File: src/rtl/dmem_arb_pkg.sv
// Shared types and default constants for the data-memory arbiter.
package dmem_arb_pkg;

   typedef enum logic [0:0] {
      ARB,
      EXT_ACK
   } arb_state_t;

   localparam int DEFAULT_ADDR_WIDTH = 32;
   localparam int DEFAULT_DATA_WIDTH = 32;
   localparam int DEFAULT_MAX_WAIT   = 4;
   // Wide enough for the largest legal MAX_WAIT of 15.
   localparam int WAIT_CNT_WIDTH     = 4;

endpackage

File: src/rtl/arb_starve_counter.sv
// Saturating count of consecutive cycles the ext port has been denied.
module arb_starve_counter
   import dmem_arb_pkg::*;
#(
   parameter int MAX_WAIT = DEFAULT_MAX_WAIT
) (
   input  logic                      clock,
   input  logic                      reset,
   input  logic                      inc,
   input  logic                      clr,
   input  logic                      hold,
   output logic [WAIT_CNT_WIDTH-1:0] count,
   output logic                      at_max
);

   localparam logic [WAIT_CNT_WIDTH-1:0] MAX_CNT = WAIT_CNT_WIDTH'(MAX_WAIT);
   localparam logic [WAIT_CNT_WIDTH-1:0] ONE     = WAIT_CNT_WIDTH'(1);

   assign at_max = (count >= MAX_CNT);

   // Hold wins so the count is frozen during the ack cycle.
   always_ff @(posedge clock or negedge reset) begin
      if (!reset) begin
         count <= '0;
      end else if (hold) begin
         count <= count;
      end else if (clr) begin
         count <= '0;
      end else if (inc && !at_max) begin
         count <= count + ONE;
      end
   end

endmodule

File: src/rtl/dmem_arbiter.sv
// Two-port arbiter for the data memory: CPU MEM stage has priority, ext master is starvation-protected.
module dmem_arbiter
   import dmem_arb_pkg::*;
#(
   parameter int ADDR_WIDTH = DEFAULT_ADDR_WIDTH,
   parameter int DATA_WIDTH = DEFAULT_DATA_WIDTH,
   parameter int MAX_WAIT   = DEFAULT_MAX_WAIT
) (
   input  logic                  clock,
   input  logic                  reset,
   input  logic                  cpu_req,
   input  logic                  cpu_we,
   input  logic [ADDR_WIDTH-1:0] cpu_addr,
   input  logic [DATA_WIDTH-1:0] cpu_wdata,
   output logic [DATA_WIDTH-1:0] cpu_rdata,
   output logic                  cpu_stall,
   input  logic                  ext_req,
   input  logic                  ext_we,
   input  logic [ADDR_WIDTH-1:0] ext_addr,
   input  logic [DATA_WIDTH-1:0] ext_wdata,
   output logic [DATA_WIDTH-1:0] ext_rdata,
   output logic                  ext_ack,
   output logic [ADDR_WIDTH-1:0] mem_addr,
   output logic [DATA_WIDTH-1:0] mem_wdata,
   output logic                  mem_we,
   output logic                  mem_re,
   input  logic [DATA_WIDTH-1:0] mem_rdata
);

   arb_state_t                state;
   arb_state_t                next_state;
   logic                      ext_grant;
   logic                      cpu_grant;
   logic [WAIT_CNT_WIDTH-1:0] wait_cnt;
   logic                      at_max;
   logic                      in_ack;

   assign in_ack  = (state == EXT_ACK);
   assign ext_ack = in_ack;

   arb_starve_counter #(
      .MAX_WAIT (MAX_WAIT)
   ) u_starve_counter (
      .clock  (clock),
      .reset  (reset),
      .inc    (ext_req & ~ext_grant),
      .clr    (ext_grant | ~ext_req),
      .hold   (in_ack),
      .count  (wait_cnt),
      .at_max (at_max)
   );

   always_ff @(posedge clock or negedge reset) begin
      if (!reset) begin
         state <= ARB;
      end else begin
         state <= next_state;
      end
   end

   // Read data is captured at the grant edge and presented alongside ext_ack.
   always_ff @(posedge clock or negedge reset) begin
      if (!reset) begin
         ext_rdata <= '0;
      end else if (ext_grant && !ext_we) begin
         ext_rdata <= mem_rdata;
      end
   end

   // In EXT_ACK the ext request is still held high, so it must be ignored to avoid a reissue.
   always_comb begin
      ext_grant  = 1'b0;
      next_state = state;
      case (state)
         ARB: begin
            ext_grant = ext_req & (~cpu_req | at_max);
            if (ext_grant) begin
               next_state = EXT_ACK;
            end
         end
         EXT_ACK: next_state = ARB;
         default: next_state = ARB;
      endcase
      cpu_grant = cpu_req & ~ext_grant;
      cpu_stall = cpu_req & ~cpu_grant;
      cpu_rdata = cpu_grant ? mem_rdata : '0;
   end

   always_comb begin
      mem_addr  = '0;
      mem_wdata = '0;
      mem_we    = 1'b0;
      mem_re    = 1'b0;
      if (ext_grant) begin
         mem_addr  = ext_addr;
         mem_wdata = ext_wdata;
         mem_we    = ext_we;
         mem_re    = ~ext_we;
      end else if (cpu_grant) begin
         mem_addr  = cpu_addr;
         mem_wdata = cpu_wdata;
         mem_we    = cpu_we;
         mem_re    = ~cpu_we;
      end
   end

endmodule

File: config.mk
export PLATFORM = sky130hd
export DESIGN_NAME = dmem_arbiter
export DESIGN_NICKNAME = d
export VERILOG_FILES = /design/src/rtl/dmem_arb_pkg.sv /design/src/rtl/arb_starve_counter.sv /design/src/rtl/dmem_arbiter.sv
export SDC_FILE = /design/constraint.sdc
export NUM_CORES = 1
export LEC_CHECK = 0
export ABC_AREA = 1
export CAP_MARGIN = 20
export CORE_MARGIN = 10
export CORE_UTILIZATION = 32
export DETAILED_ROUTE_END_ITERATION = 7
export PLACE_DENSITY = 0.88
export SYNTH_ARGS = -nofsm -noshare
export SYNTH_HDL_FRONTEND = slang
export SYNTH_SLANG_ARGS = --single-unit
File: constraint.sdc
create_clock -name clock -period 3.3 [get_ports clock]
set_clock_uncertainty 0.1 [all_clocks]
set_input_delay 0.66 -clock clock [delete_from_list [all_inputs] [get_ports clock]]
set_output_delay 0.66 -clock clock [all_outputs]
set_load 0.02 [all_outputs]
==> results by group <==
Run status
  – Status: complete, no violations

Layout
  – Core Util, Final: between 70% and 80%
  – Design Area, Final: approximately 6300 sq um
  – Number of diodes: 0
  – Final #Nets: 915
  – Fraction of layout instances using a drive strength above 1: 4.54%
  – Cell Count, Final, Fillers Out: about 860
  – Area grow syn2layout: 117%
  – Filler instances: 651

Floorplan
  – Num rows: 34
  – Ports: approximately 300
  – Die area: 13200 sq um
  – Die W: about 110 microns
  – Area of the core: between 8000 and 9000 sq um
  – Initial core utilization: 33.0%
  – Die height: ~110 microns

Clocking
  – Clock root buffer: clkbuf_8
  – CTS tree: built
  – Skew-Pair Late Insertion Delay: roughly 0.28 ns
  – Setup repair bufs after CTS: 0
  – Clock buffer depth: 2
  – CTS sink cnt: 37
  – CTS Hold Bufs: 0
  – Clock-pin transition on the worst setup and hold timing paths: approximately 0.080 ns
  – Clock buffer count from CTS: 5
  – H-tree Lvls: 2
  – Cts repair resizes: 2

Pwr
  – Switching part of the total: approximately two fifths
  – P_int: roughly 1.3 mW
  – Tot Pwr: 2.06 mW
  – Power Density: 329 nW/um^2
  – Sequential share of power: between 20 and 30%
  – LEAKAGE: 3.96 nW
  – VDD IR-drop max: around 0.24 mV
  – Switching power: roughly 0.8 mW
  – Clock Power Share: 14.8%
  – Comb power frac: 56.3%

Timing
  – WHS: 0.359 ns
  – FMAX: 310 MHz
  – Max-slew headroom: 46.2%
  – Max-slew violations: 0
  – Worst Tran Pin Value: 0.807 ns
  – Min Clock Period, post-route: 3.22 ns
  – Tcrit/Tclk final: a little under 100%
  – Final Hold Fails: 0
  – Setup-failing EPs final: 0

Yosys
  – Syn Area/Cell: 6.13 sq um
  – Cell variety after synth: 19
  – Multiplexer share of the synthesized area: 0%
  – Cell area after synthesis: between 2000 and 3000 sq um
  – Most common library cells after synthesis: nand2_1 (139), nand3_1 (132), inv_1 (42)
  – Post-synth top area cell: dfrtp_1
  – Seq cells post-synth: 37
  – Top cells by area, synth: dfrtp_1 (32%), nand3_1 (23%), nand2_1 (18%)
  – Synth async-reset ratio: 100%
  – Top-count cell post-synth: nand2_1
  – Synth Area in Adders: less than 1%
  – Ys Warns: 0
  – Top-area cell type share of the netlist area: around 32%
  – Synth Area in Compound Gates: less than 1%
  – Post-synthesis sequential area ratio: approximately 32%
  – Synthesized Nets: around 640
  – Post-Synth Simple-Gate Area: between 50% and 60%
  – Cells after Synth: around 470
  – Post-synth EDFFs: 0
  – Synth Flop Type: dfrtp_1
  – Xor-xnor portion of the synthesized cell area: 0%
  – Largest family of logic cells by synthesized area: simple AND/OR/NAND/NOR gates

Place
  – DP Area: 5980 sq um
  – GPL Wtd Cong: 0.851
  – Placed wire-length estimate: roughly 13000 microns
  – Placed Instances: roughly 850
  – IO Port Bufs: 297

Worst setup path
  – CP Capture Type: output pin
  – Critical Path Fanout Max: 20
  – Crit path required time: around 2.5 ns
  – Setup CP Type: input pin to output pin
  – CP startpoint kind: input pin
  – Critical path arrival: about 2.5 ns

Global route
  – First-pass GRT wire length: 23300 microns
  – Initial antenna violation count: 0
  – Grt total ovfl: 0
  – Largest net degree at the start of global routing: 78
  – GRT Overall Usage: a little over a fifth
  – Vias in the first global route: about 4300

Drt
  – Highest Signal Layer: met4
  – Routed wl met3: between 1500 and 2000 microns
  – Final WL: between 15000 and 20000 microns
  – Routed vias: ~4300
  – Vias per cell: 4.99
  – Antenna Nets Post-Route: 0
  – Drt first-iter violations: ~310
  – Detailed-router iteration count before antenna repair: 4
  – Met1 Routed Length: 5460 microns
  – Met2 WL: 8300 microns
  – Wire length per cell: ~19 microns
  – DRC Markers: 0

Hold path
  – Min-delay worst type: input pin to async pin

Flow run
  – Max_cap viols: 0
[per-layer routing]
metal,vias up,GRT usage [%]
met5,-,0
met4,0,6.60
met3,30,8.80
met2,218,39.6
met1,1939,22.5
li1,2087,-
[registers in the layout, indices dropped and copies added, names as in the netlist]
register                cells
ext_ack                     1
ext_rdata                  32
u_starve_counter.count      4
[path summary, 6_finish.rpt]
path,start,endpoint,slack (ns),cells after the start
min,reset,ext_rdata[10],0.36,1
max in group asynchronous,reset,u_starve_counter.count[3],2.22,1
min reg2reg,ext_rdata[14],ext_rdata[14],0.37,2
min in group clock,ext_rdata[14],ext_rdata[14],0.37,2
max reg2reg,u_starve_counter.count[2],ext_rdata[2],1.58,7
max,ext_req,mem_addr[20],0.08,9
[stage by stage]
| step | setup slack [ns] | setup TNS (ns) |
|---|---|---|
| after global routing | -0.00912 | -0.0173 |
| final | 0.0765 | 0 |
| after detailed placement | -0.0422 | -0.313 |
| after global placement | -0.00109 | -0.00109 |
| after CTS | 0.00633 | 0 |
| after floorplan | 0.964 | 0 |
[cells by family after synthesis]
kind of cell | Yosys count
fa+ha+maj | 1
simple gates | 341
buf+inv | 87
compound gates | 3
flops | 37
[area by class of cell]
| cell class | count | area [sq um] | share of cell area [%] |
|---|---|---|---|
| clock inverter | 2 | 10.0 | 0.160 |
| tap | 108 | 135 | 2.16 |
| timing repair buffer | 316 | 3370 | 53.9 |
| sequential | 37 | 926 | 14.8 |
| multi-input combinational | 345 | 1580 | 25.3 |
| inverter | 43 | 161 | 2.58 |
| clock buffer | 6 | 72.6 | 1.16 |
[power by group through the flow]
stage | clock [mW] | sequential (mW) | combinational (mW)
global route | 0.338 | 0.606 | 1.24
finish | 0.304 | 0.594 | 1.16
global placement | 0 | 0.596 | 1.15
floorplan | 0 | 0.699 | 0.394
detailed placement | 0 | 0.602 | 1.18
CTS | 0.311 | 0.594 | 1.18
[cells in the final DEF (no fill, tap or decap)]
| cell | instances |
|---|---|
| nand2_1 | 139 |
| dfrtp_1 | 37 |
| clkbuf_8 | 5 |
| nor2_4 | 1 |
| clkbuf_1 | 1 |
| nor2_1 | 33 |
| dlymetal6s2s_1 | 74 |
| ha_1 | 1 |
| nand2_2 | 1 |
| nor2_2 | 1 |
| clkinv_2 | 2 |
| buf_8 | 1 |
| inv_1 | 42 |
| dlygate4sd2_1 | 1 |
| nand3_2 | 1 |
| nand4_1 | 32 |
| buf_2 | 2 |
| buf_4 | 13 |
| clkdlybuf4s50_1 | 219 |
| nand3_1 | 132 |
| buf_12 | 6 |
| o21ai_0 | 1 |
| a21oi_1 | 2 |
| nand2_4 | 1 |
| clkinv_1 | 1 |
[critical path: stages]
cell and delay (ns):
clkdlybuf4s50_1 0.42, inv_1 0.10, nor2_4 0.05, nand2_2 0.10
buf_12 0.16, buf_4 0.20, nand3_1 0.09, nand2_1 0.07
clkdlybuf4s50_1 0.62
(Power assumes the default switching activity.)
